<file path="config.mk">
export PLATFORM = sky130hd
export DESIGN_NAME = drc_lookup
export DESIGN_NICKNAME = d
export VERILOG_FILES = /design/src/rtl/drc_lookup.sv
export SDC_FILE = /design/constraint.sdc
export NUM_CORES = 1
export LEC_CHECK = 0
export CAP_MARGIN = 10
export CORE_AREA = 2 2 238 240
export DETAILED_ROUTE_END_ITERATION = 7
export DIE_AREA = 0 0 240 242
export HOLD_SLACK_MARGIN = 0.08
export SLEW_MARGIN = 20
export SYNTH_ARGS = -nofsm -noshare
export SYNTH_HDL_FRONTEND = slang
export SYNTH_SLANG_ARGS = --single-unit
</file>
<file path="constraint.sdc">
create_clock -name clk -period 3 [get_ports clk]
set_input_delay 0.3 -clock clk [delete_from_list [all_inputs] [get_ports clk]]
set_output_delay 0.3 -clock clk [all_outputs]
set_load 0.05 [all_outputs]
</file>
<file path="src/rtl/drc_lookup.sv">
// DRC SRAM read-side front end: one-set lookup, per-way tag compare, write snoop.
// Optional hit/miss statistics counters are enabled by defining DRC_LOOKUP_STATS_EN.
module drc_lookup #(
   parameter int N_WAY     = 4,
   parameter int TAG_SIZE  = 20,
   parameter int IDX_SIZE  = 4,
   parameter int WAY_WIDTH = 2
) (
   input  logic                      clk,
   input  logic                      rst,
   input  logic                      req_valid,
   output logic                      req_ready,
   input  logic [TAG_SIZE-1:0]       req_tag,
   input  logic [IDX_SIZE-1:0]       req_index,
   output logic                      sram_rden,
   output logic [IDX_SIZE-1:0]       sram_raddr,
   input  logic [N_WAY-1:0]          sram_valid,
   input  logic [N_WAY*TAG_SIZE-1:0] sram_tag,
   input  logic [N_WAY*2-1:0]        sram_type,
   input  logic [N_WAY*32-1:0]       sram_syn,
   input  logic [N_WAY*15-1:0]       sram_cnt,
   input  logic                      wr_en,
   input  logic [IDX_SIZE-1:0]       wr_addr,
   input  logic [WAY_WIDTH-1:0]      wr_line,
   input  logic [TAG_SIZE-1:0]       wr_tag,
   input  logic [1:0]                wr_type,
   input  logic [31:0]               wr_syn,
   input  logic [14:0]               wr_cnt,
   output logic                      rsp_valid,
   input  logic                      rsp_ready,
   output logic                      rsp_hit,
   output logic [WAY_WIDTH-1:0]      rsp_hit_way,
   output logic                      rsp_multi_hit,
   output logic [TAG_SIZE-1:0]       rsp_tag,
   output logic [IDX_SIZE-1:0]       rsp_index,
   output logic [N_WAY-1:0]          rsp_valid_w,
   output logic [N_WAY*2-1:0]        rsp_type,
   output logic [N_WAY*32-1:0]       rsp_syn,
   output logic [N_WAY*15-1:0]       rsp_cnt
`ifdef DRC_LOOKUP_STATS_EN
   ,
   input  logic                      stat_clr,
   output logic [31:0]               stat_hit_cnt,
   output logic [31:0]               stat_miss_cnt
`endif
);

   typedef enum logic [1:0] {S_IDLE, S_READ, S_RESP} state_t;

   state_t                    r_state, w_state_nxt;
   logic [TAG_SIZE-1:0]       r_tag;
   logic [IDX_SIZE-1:0]       r_index;
   logic [N_WAY-1:0]          r_valid_w, w_valid_nxt;
   logic [N_WAY*TAG_SIZE-1:0] r_wtag, w_wtag_nxt;
   logic [N_WAY*2-1:0]        r_type, w_type_nxt;
   logic [N_WAY*32-1:0]       r_syn, w_syn_nxt;
   logic [N_WAY*15-1:0]       r_cnt, w_cnt_nxt;
   logic                      r_hit, w_hit;
   logic                      r_multi, w_multi;
   logic [WAY_WIDTH-1:0]      r_hit_way, w_hit_way;
   logic [N_WAY-1:0]          w_match;
   logic                      w_accept, w_snoop;

   assign sram_raddr = req_index;
   assign w_accept   = (r_state == S_IDLE) && req_valid;

   always_comb begin
      w_state_nxt = r_state;
      req_ready   = 1'b0;
      sram_rden   = 1'b0;
      case (r_state)
         S_IDLE: begin
            req_ready = 1'b1;
            if (req_valid) begin
               sram_rden   = 1'b1;
               w_state_nxt = S_READ;
            end
         end
         S_READ:  w_state_nxt = S_RESP;
         S_RESP:  if (rsp_ready) w_state_nxt = S_IDLE;
         default: w_state_nxt = S_IDLE;
      endcase
   end

   // Line state for next cycle: fresh SRAM data in READ, held data in RESP,
   // with any same-index write laid on top so the response is never stale.
   always_comb begin
      w_snoop     = wr_en && (wr_addr == r_index) && (r_state != S_IDLE);
      w_valid_nxt = (r_state == S_READ) ? sram_valid : r_valid_w;
      w_wtag_nxt  = (r_state == S_READ) ? sram_tag   : r_wtag;
      w_type_nxt  = (r_state == S_READ) ? sram_type  : r_type;
      w_syn_nxt   = (r_state == S_READ) ? sram_syn   : r_syn;
      w_cnt_nxt   = (r_state == S_READ) ? sram_cnt   : r_cnt;
      for (int i = 0; i < N_WAY; i++) begin
         if (w_snoop && (wr_line == WAY_WIDTH'(i))) begin
            w_valid_nxt[i]                     = 1'b1;
            w_wtag_nxt[i*TAG_SIZE +: TAG_SIZE] = wr_tag;
            w_type_nxt[i*2 +: 2]               = wr_type;
            w_syn_nxt[i*32 +: 32]              = wr_syn;
            w_cnt_nxt[i*15 +: 15]              = wr_cnt;
         end
      end
      for (int i = 0; i < N_WAY; i++)
         w_match[i] = w_valid_nxt[i] && (w_wtag_nxt[i*TAG_SIZE +: TAG_SIZE] == r_tag);
      w_hit_way = '0;
      for (int i = N_WAY-1; i >= 0; i--)
         if (w_match[i]) w_hit_way = WAY_WIDTH'(i);
      w_hit   = |w_match;
      // Clearing the lowest set bit leaves something only if two or more matched.
      w_multi = |(w_match & (w_match - N_WAY'(1)));
   end

   always_ff @(posedge clk) begin
      if (rst) begin
         r_state   <= S_IDLE;
         r_tag     <= '0;
         r_index   <= '0;
         r_valid_w <= '0;
         r_wtag    <= '0;
         r_type    <= '0;
         r_syn     <= '0;
         r_cnt     <= '0;
         r_hit     <= 1'b0;
         r_multi   <= 1'b0;
         r_hit_way <= '0;
      end else begin
         r_state <= w_state_nxt;
         if (w_accept) begin
            r_tag   <= req_tag;
            r_index <= req_index;
         end
         if (r_state != S_IDLE) begin
            r_valid_w <= w_valid_nxt;
            r_wtag    <= w_wtag_nxt;
            r_type    <= w_type_nxt;
            r_syn     <= w_syn_nxt;
            r_cnt     <= w_cnt_nxt;
            r_hit     <= w_hit;
            r_multi   <= w_multi;
            r_hit_way <= w_hit_way;
         end
      end
   end

   assign rsp_valid     = (r_state == S_RESP);
   assign rsp_hit       = r_hit;
   assign rsp_hit_way   = r_hit_way;
   assign rsp_multi_hit = r_multi;
   assign rsp_tag       = r_tag;
   assign rsp_index     = r_index;
   assign rsp_valid_w   = r_valid_w;
   assign rsp_type      = r_type;
   assign rsp_syn       = r_syn;
   assign rsp_cnt       = r_cnt;

`ifdef DRC_LOOKUP_STATS_EN
   logic [31:0] r_stat_hit, r_stat_miss;
   logic        w_fire;

   assign w_fire = rsp_valid && rsp_ready;

   always_ff @(posedge clk) begin
      if (rst || stat_clr) begin
         r_stat_hit  <= '0;
         r_stat_miss <= '0;
      end else if (w_fire) begin
         if (r_hit && (r_stat_hit != 32'hFFFF_FFFF))
            r_stat_hit <= r_stat_hit + 32'd1;
         else if (!r_hit && (r_stat_miss != 32'hFFFF_FFFF))
            r_stat_miss <= r_stat_miss + 32'd1;
      end
   end

   assign stat_hit_cnt  = r_stat_hit;
   assign stat_miss_cnt = r_stat_miss;
`endif

endmodule

</file>
==> qor.yml <==
cts.htree.levels: 2
clkTransAtPathRegs_ns: 0.06
placed_cells: 3486
syn_inst: 2096
drive_gt1_frac: 0.1186
grt_start_max_net_pins: 84
required_ns: 3.48
synth_flop_cell: "dfxtp_1"
syn-num-nets: 2480
drv_slew: 0
finalNetCount: 3160
worstHoldPathType: "in2reg"
areaGrowthSynthToFinish_pct: 63.15
irDropWorstVdd_mv: 0.3939
period_share: 1.019
wl_um: 80500
critPathMaxFanout: 7
met1_length_um: 32390
max_freq_mhz: 327.2
path_class: "reg2reg"
die_w_um: 240
grt-ovfl-total: 0
clock_latency_ns: 0.59
dp_hpwl_um: 60440
drtIter0Drc: 1231
seq_area_frac_synth: 0.4037
grt_pass1_wl_um: 117400
hold_depth: 2
wire_per_inst_um: 22.60
setup_viol: 2
synth.avg_cell_area_um2: 7.333
stdcell_count: 3561
rsz0062_at_grt: "yes"
p_leak_nw: 9.739
skew_ns: 0.03644
place_area_um2: 23560
wl_met3_um: 6823
grt_usage: 0.2673
cts_tree: "yes"
io_pins: 619
die-area_um2: 58080
cts_buffer_depth: 3
gp_congestion: 0.9467
cts_hold_buf: 0
dp_slack_ns: -0.7190
die_y_um: 242
firstDrtPassIters: 5
status: "complete, but fails checks"
crit_path_end_kind: "register"
viasPerCell: 5.164
syn_area_um2: 15370
yosysUniqueCellTypes: 62
cp-start-kind: "register"
setup_tns_ns: -0.06118
top_layer: "met5"
wl_met2_um: 37950
power.density_nw_per_um2: 500.4
initial_core_util: 0.2758
fin_area_um2: 25080
io_buffers: 618
async_flop_share: 0
root_buffer: "clkbuf_16"
reg2reg_depth: 11
fin_util: 0.4500
cts_sinks: 310
synth-edff-count: 0
ys_ff_latch: 310
hold_viol: 0
tightest_slew_ns: 0.7398
yosys_warnings: 0
slew_headroom: 0.5062
vias: 18390
drc_errors: 0
antenna_found_initial: 7
worst_slack_ns: -0.05584
cts_made_buffers: 39
period_minus_slack_ns: 3.056
postRouteAntennaNets: 0
rows: 87
coreArea_um2: 55730
drv_cap: 0
violations: "setup timing"
critical_path_arrival_ns: 3.54
grt_pass1_vias: 17980
cell usage after synthesis, drive strengths merged (6+ instances only):
cell,instances,area share
nand2,511,0.12
dfxtp,310,0.40
nor2,303,0.074
o21ai,157,0.051
clkbuf,143,0.035
nand3,107,0.035
a311oi,101,0.058
mux2i,72,0.047
xnor2,51,0.029
buf,43,0.013
a21oi,40,0.013
a211oi,34,0.017
o211ai,28,0.014
nor3,27,0.0088
inv,25,0.0061
nor4,21,0.0095
nand4,11,0.0045
xor2,11,0.0063
nand2b,10,0.0041
nand3b,10,0.0049
mux2,8,0.0059
a31oi,6,0.0024
and2,6,0.0026
nor2b,6,0.0024
or3,6,0.0024
worst max-delay path, cell delays in order (launching register included):
cell and delay, ns:
dfxtp_4 0.36, xor2_2 0.18, or4_4 0.62, or3_4 0.47
o21ai_2 0.18, xnor2_1 0.09, nor3_1 0.23, nand4_1 0.25
buf_6 0.21, nor2b_1 0.11, o211ai_1 0.09, a21oi_1 0.16
per-layer routing:
layer	GRT usage	vias to the layer above
li1	-	8545
met1	0.3314	8804
met2	0.4455	853
met3	0.06518	179
met4	0.1003	8
met5	0	-
metrics by stage:
stage               power (mW)  hold WS [ns]
global route             12.98        0.2082
finish                   12.55        0.1874
floorplan                6.265        0.4256
detailed placement       7.895        0.4620
global placement         7.870        0.4598
CTS                      12.59        0.1686
sequential cells by signal, indices dropped and copies added (netlist names):
| signal | count |
|---|---|
| rsp_tag | 20 |
| rsp_syn | 128 |
| rsp_hit | 1 |
| r_state | 2 |
| rsp_multi_hit | 1 |
| rsp_valid_w | 4 |
| rsp_cnt | 60 |
| rsp_index | 4 |
| rsp_hit_way | 2 |
| rsp_type | 8 |
| r_wtag | 80 |
placed cells by master (no fill, tap or decap), types with 4 or more instances in the layout:
cell type	count
dfxtp_1	304
a211oi_1	33
or3_1	4
dfxtp_2	4
inv_1	24
nor3_2	4
mux2i_1	69
mux2_2	8
xnor2_1	51
nor4_2	4
diode_2	5
a21oi_1	40
nand3_1	106
clkbuf_16	40
nand3b_1	10
buf_4	185
nand2b_1	9
nor2_1	300
clkbuf_8	6
and2_1	5
o211ai_1	28
a311oi_1	101
nand2_1	504
nand2_4	6
clkinv_2	6
nor2b_1	5
clkbuf_1	9
xor2_1	10
nor3_1	22
buf_6	4
nor4_1	14
buf_12	19
o21ai_0	138
a31oi_1	6
clkdlybuf4s50_1	616
nand4_1	11
or2_2	4
o21ai_1	15
cell type report:
type,count,area (µm²)
Multi-Input combinational cell,1574,8598
Tap cell,756,945.9
Antenna cell,5,12.51
Fill cell,5561,30660
Inverter,26,97.59
Sequential cell,310,6218
Clock inverter,10,92.59
Timing Repair Buffer,825,7995
Clock buffer,55,1117
power breakdown:
group	total, mW	internal (mW)	switching, mW
clock	4.65	2.67	1.98
sequential	4.54	4.37	0.170
combinational	3.35	1.43	1.92
total	12.5	8.47	4.07
worst paths after layout:
| check | from | to | slack, ns |
|---|---|---|---|
| setup / recovery | rsp_index[2] | rsp_hit_way[0] | -0.06 |
| hold / removal | rst | rsp_hit | 0.19 |
| setup reg to reg | rsp_index[2] | rsp_hit_way[0] | -0.06 |
| hold reg to reg | rsp_hit_way[1] | rsp_hit_way[1] | 0.47 |
logic make-up (layout without fill, tap and decap cells):
logic type,count (synthesis),in the layout,synth area share
AND/OR/NAND/NOR,1034,1034,0.2809
AO/OA/AOI/OAI,398,398,0.1726
flip-flops,310,310,0.4037
buffers and inverters,212,916,0.05470
multiplexers,80,80,0.05275
XOR/XNOR,62,62,0.03533
other,0,5,0
what timing repair did:
action	CTS	global route
cloned	0	0
setup endpoints to repair	49	4
buffers inserted	4	2
pin swaps	9	16
gates resized for setup	21	39
Note: power is estimated with default switching activity, not from simulation.
==> edit 1, RTL diff (same settings) <==
Change the parameter `TAG_SIZE` from 20 to 10.
--- a/src/rtl/drc_lookup.sv
+++ b/src/rtl/drc_lookup.sv
@@ -4,3 +4,3 @@
    parameter int N_WAY     = 4,
-   parameter int TAG_SIZE  = 20,
+   parameter int TAG_SIZE  = 10,
    parameter int IDX_SIZE  = 4,
Ports: changed (resized req_tag, rsp_tag, sram_tag and wr_tag); port bits go from 619 to 549. No check against the original RTL was run, so the function may have changed too.
==> edit 1 against the unedited design <==
Sequential cell count shrank 50; worst setup slack gained 0.17 ns; wire length shrank 22%; power shrank 11%; cell area shrank 15%; fmax grew 5.9%; sequential share of layout area shrank 0.38 points; area after synthesis shrank 15%; count of clock-buffer cells in the layout shrank 5.
==> edit 1: results (changes against the unedited design) <==
- Status: complete, no violations
- Hold path cells: 3 (+1)
- Final nets: 2471 (-22%)
- Area contributors post-synth: dfxtp_1 (40%), mux2i_1 (9.0%), nor2_1 (8.0%), a211oi_1 (7.2%), nand2_1 (7.2%)
- Mux contribution to synthesized area: 11.1% (+5.8 points)
- Worst Path Arrival: 3.38 ns (-0.16 ns)
- Fillcell total: 5696 (+2.4%)
- Clk_lat worst skew: 0.55 ns (-0.04 ns)
- Dpl hpwl: 47100 microns (-22%)
- Reg2reg setup slack: 0.11 ns (+0.17 ns)
- Hold EP: rsp_tag[1]
- Pre-CTS WS: -0.305 ns (+0.414 ns)
- Clock Skews: 0.0211 ns (-0.0154 ns)
- Rel. slew slack: 50.5% (-0.16 points)
- Share of post-route cells with drive strength above 1: 11.5% (-0.35 points)
- Met3 Track Usage GR: 4.99% (-1.5 points)
- First-pass GRT wire length: 90700 microns (-23%)
- Via density: 4.96 (-3.9%)
- GP Congestion: 0.956 (+0.96%)
- Leakage: 8.33 nW (-14%)
- HP Start: req_tag[1]
- Non-Filler Instances: 2933 (-18%)
- Input/output buffers: 548 (-11%)
- Vias in the first global route: 14200 (-21%)
- GR Layer Usage met1: 25.3% (-7.8 points)
- Num CTS Buffers: 34 (-13%)
- Sequential cell area fraction in the yosys report: 40.0% (-0.42 points)
- TritonRoute pass-1 iters: 6 (+1)
- GR Util All Layers: 20.5% (-6.2 points)
- Gate Count Post-Synth: 1582 (-25%)
- Post-synthesis xor/xnor area fraction: 0.663% (-2.9 points)
- FF-to-FF Start: r_state[0]
edit 1: cell type report:
| type | count | area, sq um | area share (%) |
|---|---|---|---|
| multi-input combinational | 1160 | 7260 | 34.0 |
| timing repair buffer | 679 | 6710 | 31.5 |
| sequential | 260 | 5210 | 24.4 |
| clock buffer | 50 | 1020 | 4.79 |
| tap | 756 | 946 | 4.43 |
| clock inverter | 11 | 133 | 0.622 |
| inverter | 12 | 45.0 | 0.211 |
| antenna | 5 | 12.5 | 0.0586 |
edit 1: per-layer routing:
| layer | routed length, microns | vias to the layer above |
|---|---|---|
| met5 | 41 | - |
| met4 | 2740 | 6 |
| met3 | 4860 | 145 |
| met2 | 29100 | 616 |
| met1 | 25800 | 6926 |
| li1 | - | 6869 |
edit 1: timing repair:
item | 4_1_cts | 5_1_grt
gates resized for setup | 3 | 16
buffers inserted | 0 | 6
pin swaps | 0 | 4
setup endpoints to repair | 3 | 19
edit 1: worst max path at each step:
stage                          end  slack (ns)  depth (start not counted)
global route         rsp_multi_hit       -0.01                         12
global placement     rsp_multi_hit       -0.24                         11
floorplan            rsp_multi_hit        0.01                         10
detailed placement   rsp_multi_hit       -0.30                         11
CTS                 rsp_hit_way[1]        0.04                          9
finish               rsp_multi_hit        0.11                         11
edit 1: power groups by stage:
stage               clock network, W  registers (W)  logic [W]
finish                       0.00427        0.00386    0.00304
detailed placement                 0        0.00393    0.00300
floorplan                          0        0.00464   0.000896
global route                 0.00452        0.00388    0.00322
CTS                          0.00440        0.00386    0.00301
global placement                   0        0.00392    0.00298
edit 1: critical path, delay by kind of cell (launching register included):
family	cells	cell delay, ns
buffers and inverters	2	0.33
and+or+nand+nor	6	1.44
DFF	1	0.37
AOI/OAI and AO/OA	2	0.30
muxes	1	0.38
==> edit 2, RTL diff (config.mk and constraints unchanged) <==
Without the edit above. Put one more register stage on the output `rsp_cnt`. The value now appears one clock later. The other outputs are not delayed to match.
--- a/src/rtl/drc_lookup.sv
+++ b/src/rtl/drc_lookup.sv
@@ -153,3 +153,5 @@
    assign rsp_syn       = r_syn;
-   assign rsp_cnt       = r_cnt;
+   always_ff @(posedge clk) begin
+      rsp_cnt <= r_cnt;
+   end
 
Behaviour: not the same (a bounded check fails within 4 cycles, from zero or initial values and one cycle with rst high).
==> edit 2 against the unedited design <==
The flow still finishes with violations (setup timing); cell area grew 5.1%; count of clock-buffer cells in the layout grew 10; largest cell class unchanged; area after synthesis grew 4.5%; power grew 12%; first-iteration DRC count grew 1.4%; combinational power shrank 7.8%; worst setup slack gained 0.027 ns; cell count shrank 1.8%; wire length shrank 2.9%; sequential cell count grew 60; synthesized cell count shrank 3.6%.
==> edit 2: results (changes against the unedited design) <==
- Num CTS Buffers: 44 (+13%)
- Sequential cell area fraction in the yosys report: 46.1% (+5.7 points)
- Max FO, Critical Path: 6 (-1)
- # setup viols final: 1 (-1)
- # H-tree levels: 2 (unchanged)
- GP Congestion: 0.955 (+0.88%)
- Dpl hpwl: 56900 microns (-5.8%)
- Grt ovf: 0 (unchanged)
- Setup slack after layout: -0.0290 ns (+0.0269 ns)
- Clock slew at reported path FFs: 0.06 ns (about the same)
- Clk buf depth: 3 (unchanged)
- Crit-path slowest cell: or4b_4
- Fillcell total: 5460 (-1.8%)
- Clk_lat worst skew: 0.58 ns
- Hold Crit Class: input port to register
- Drt total wl: 78100 microns (-2.9%)
- Worst slew pin tran: 0.997 ns (+0.257 ns)
- Synth Warn #: 0 (unchanged)
- First-pass GRT wire length: 114000 microns (-3.2%)
- TritonRoute pass-1 iters: 5 (unchanged)
- Input/output buffers: 618 (unchanged)
- Routed via count: 17800 (-3.1%)
- Distinct cells, synth: 55 (-11%)
- Clock Skews: 0.0172 ns (-0.0193 ns)
- Delay-heaviest family, CP: simple AND/OR/NAND/NOR gates
- Iteration-0 DRC count of the detailed router: 1248 (+1.4%)
- Max reg flops: 128 (unchanged)
- Synth async-reset ratio: 0% (unchanged)
- Max incr delay on CP: 0.56 ns (-0.06 ns)
- Share of post-route cells with drive strength above 1: 14.0% (+2.1 points)
- Worst Path Arrival: 3.54 ns (about the same)
- Worst vdd ir: 0.435 mV (+10%)
- Initial antenna violation count: 8 (+1)
- Leakage: 9.83 nW (+0.89%)
- Status: finished with violations
- Final nets: 3086 (-2.3%)
- Net Count, Synth: 2405 (-3.0%)
- Largest net degree at the start of global routing: 91 (+8.3%)
- Synth cell count leaders: nand2_1 (458), dfxtp_1 (370), nor2_1 (286), a311oi_1 (147), clkbuf_1 (147)
- Failing checks: setup timing
- GR Util All Layers: 25.8% (-0.88 points)
- Fin Setup TNS: -0.0290 ns (+0.0322 ns)
- Most used DFF post-synth: dfxtp_1
- Clock root buffer: clkbuf_16
- Area contributors post-synth: dfxtp_1 (46%), nand2_1 (11%), a311oi_1 (8.0%), nor2_1 (6.7%), mux2i_1 (3.7%)
==> edit 2: cell types whose count changed after synthesis, sizes merged, moves of 18 or more <==
| cell | before | now |
|---|---|---|
| a21oi | 40 | 117 |
| o21ai | 157 | 94 |
| dfxtp | 310 | 370 |
| nand2 | 511 | 458 |
| nand3 | 107 | 54 |
| a311oi | 101 | 147 |
| o211ai | 28 | 4 |
| a211oi | 34 | 13 |
| nor3 | 27 | 48 |
| inv | 25 | 7 |
==> edit 2: metrics by stage <==
| stage | std cells | worst slack (ns) | area [sq um] | power (W) | hold slack (ns) |
|---|---|---|---|---|---|
| after floorplan | 2021 | -0.0257 | 16100 | 0.00686 | 0.331 |
| after CTS | 3484 | -0.00902 | 26000 | 0.0141 | 0.0999 |
| after detailed placement | 3382 | -0.672 | 24000 | 0.00832 | 0.336 |
| final | 3497 | -0.0290 | 26300 | 0.0141 | 0.132 |
| after global placement | 3382 | -0.628 | 24000 | 0.00831 | 0.335 |
| after global routing | 3495 | -0.134 | 26300 | 0.0146 | 0.133 |
==> edit 2: cell type report <==
type                            instances  share of cell area, %
Tap cell                              756                   3.59
Multi-Input combinational cell       1459                   31.8
Timing Repair Buffer                  820                   30.5
Clock buffer                           65                   4.86
Clock inverter                         15                  0.945
Sequential cell                       370                   28.2
Antenna cell                            5                 0.0475
Inverter                                7                 0.0997
==> edit 2: routing by layer <==
metal,vias to the layer above,wire (microns),track usage (%)
met2,802,36500,43.0
met3,183,6570,7.16
met5,-,37,0
met4,6,3500,10.5
met1,8508,31500,31.3
li1,8322,-,-
==> edit 2: path summary, 6_finish.rpt <==
check,from,to,slack (ns),depth (start not counted)
setup / recovery,r_state[1],rsp_multi_hit,-0.03,13
hold / removal,rst,r_state[0],0.13,2
setup reg to reg,r_state[1],rsp_multi_hit,-0.03,13
hold reg to reg,r_cnt[37],rsp_cnt[37],0.35,0
==> edit 2: cell families after synthesis <==
logic type / Yosys count / share of synthesized area [%]
compound gates: 407 / 17.1
flops: 370 / 46.1
mux: 80 / 5.15
simple gates: 910 / 23.6
xor+xnor: 62 / 3.43
buf+inv: 192 / 4.68
==> edit 2: timing repair <==
item / in CTS / in global routing
gates cloned: 3 / 0
pin swaps: 25 / 24
setup endpoints to repair: 5 / 88
resized for setup: 59 / 59
setup buffers: 20 / 8
hold buffers: 0 / 0
==> edit 2: power by group <==
part	total (W)	switching (W)	internal, W	leakage [nW]
Clock	0.00565	0.00231	0.00333	0.738
Combinational	0.00309	0.00172	0.00137	6.07
Sequential	0.00534	0.000165	0.00517	3.02
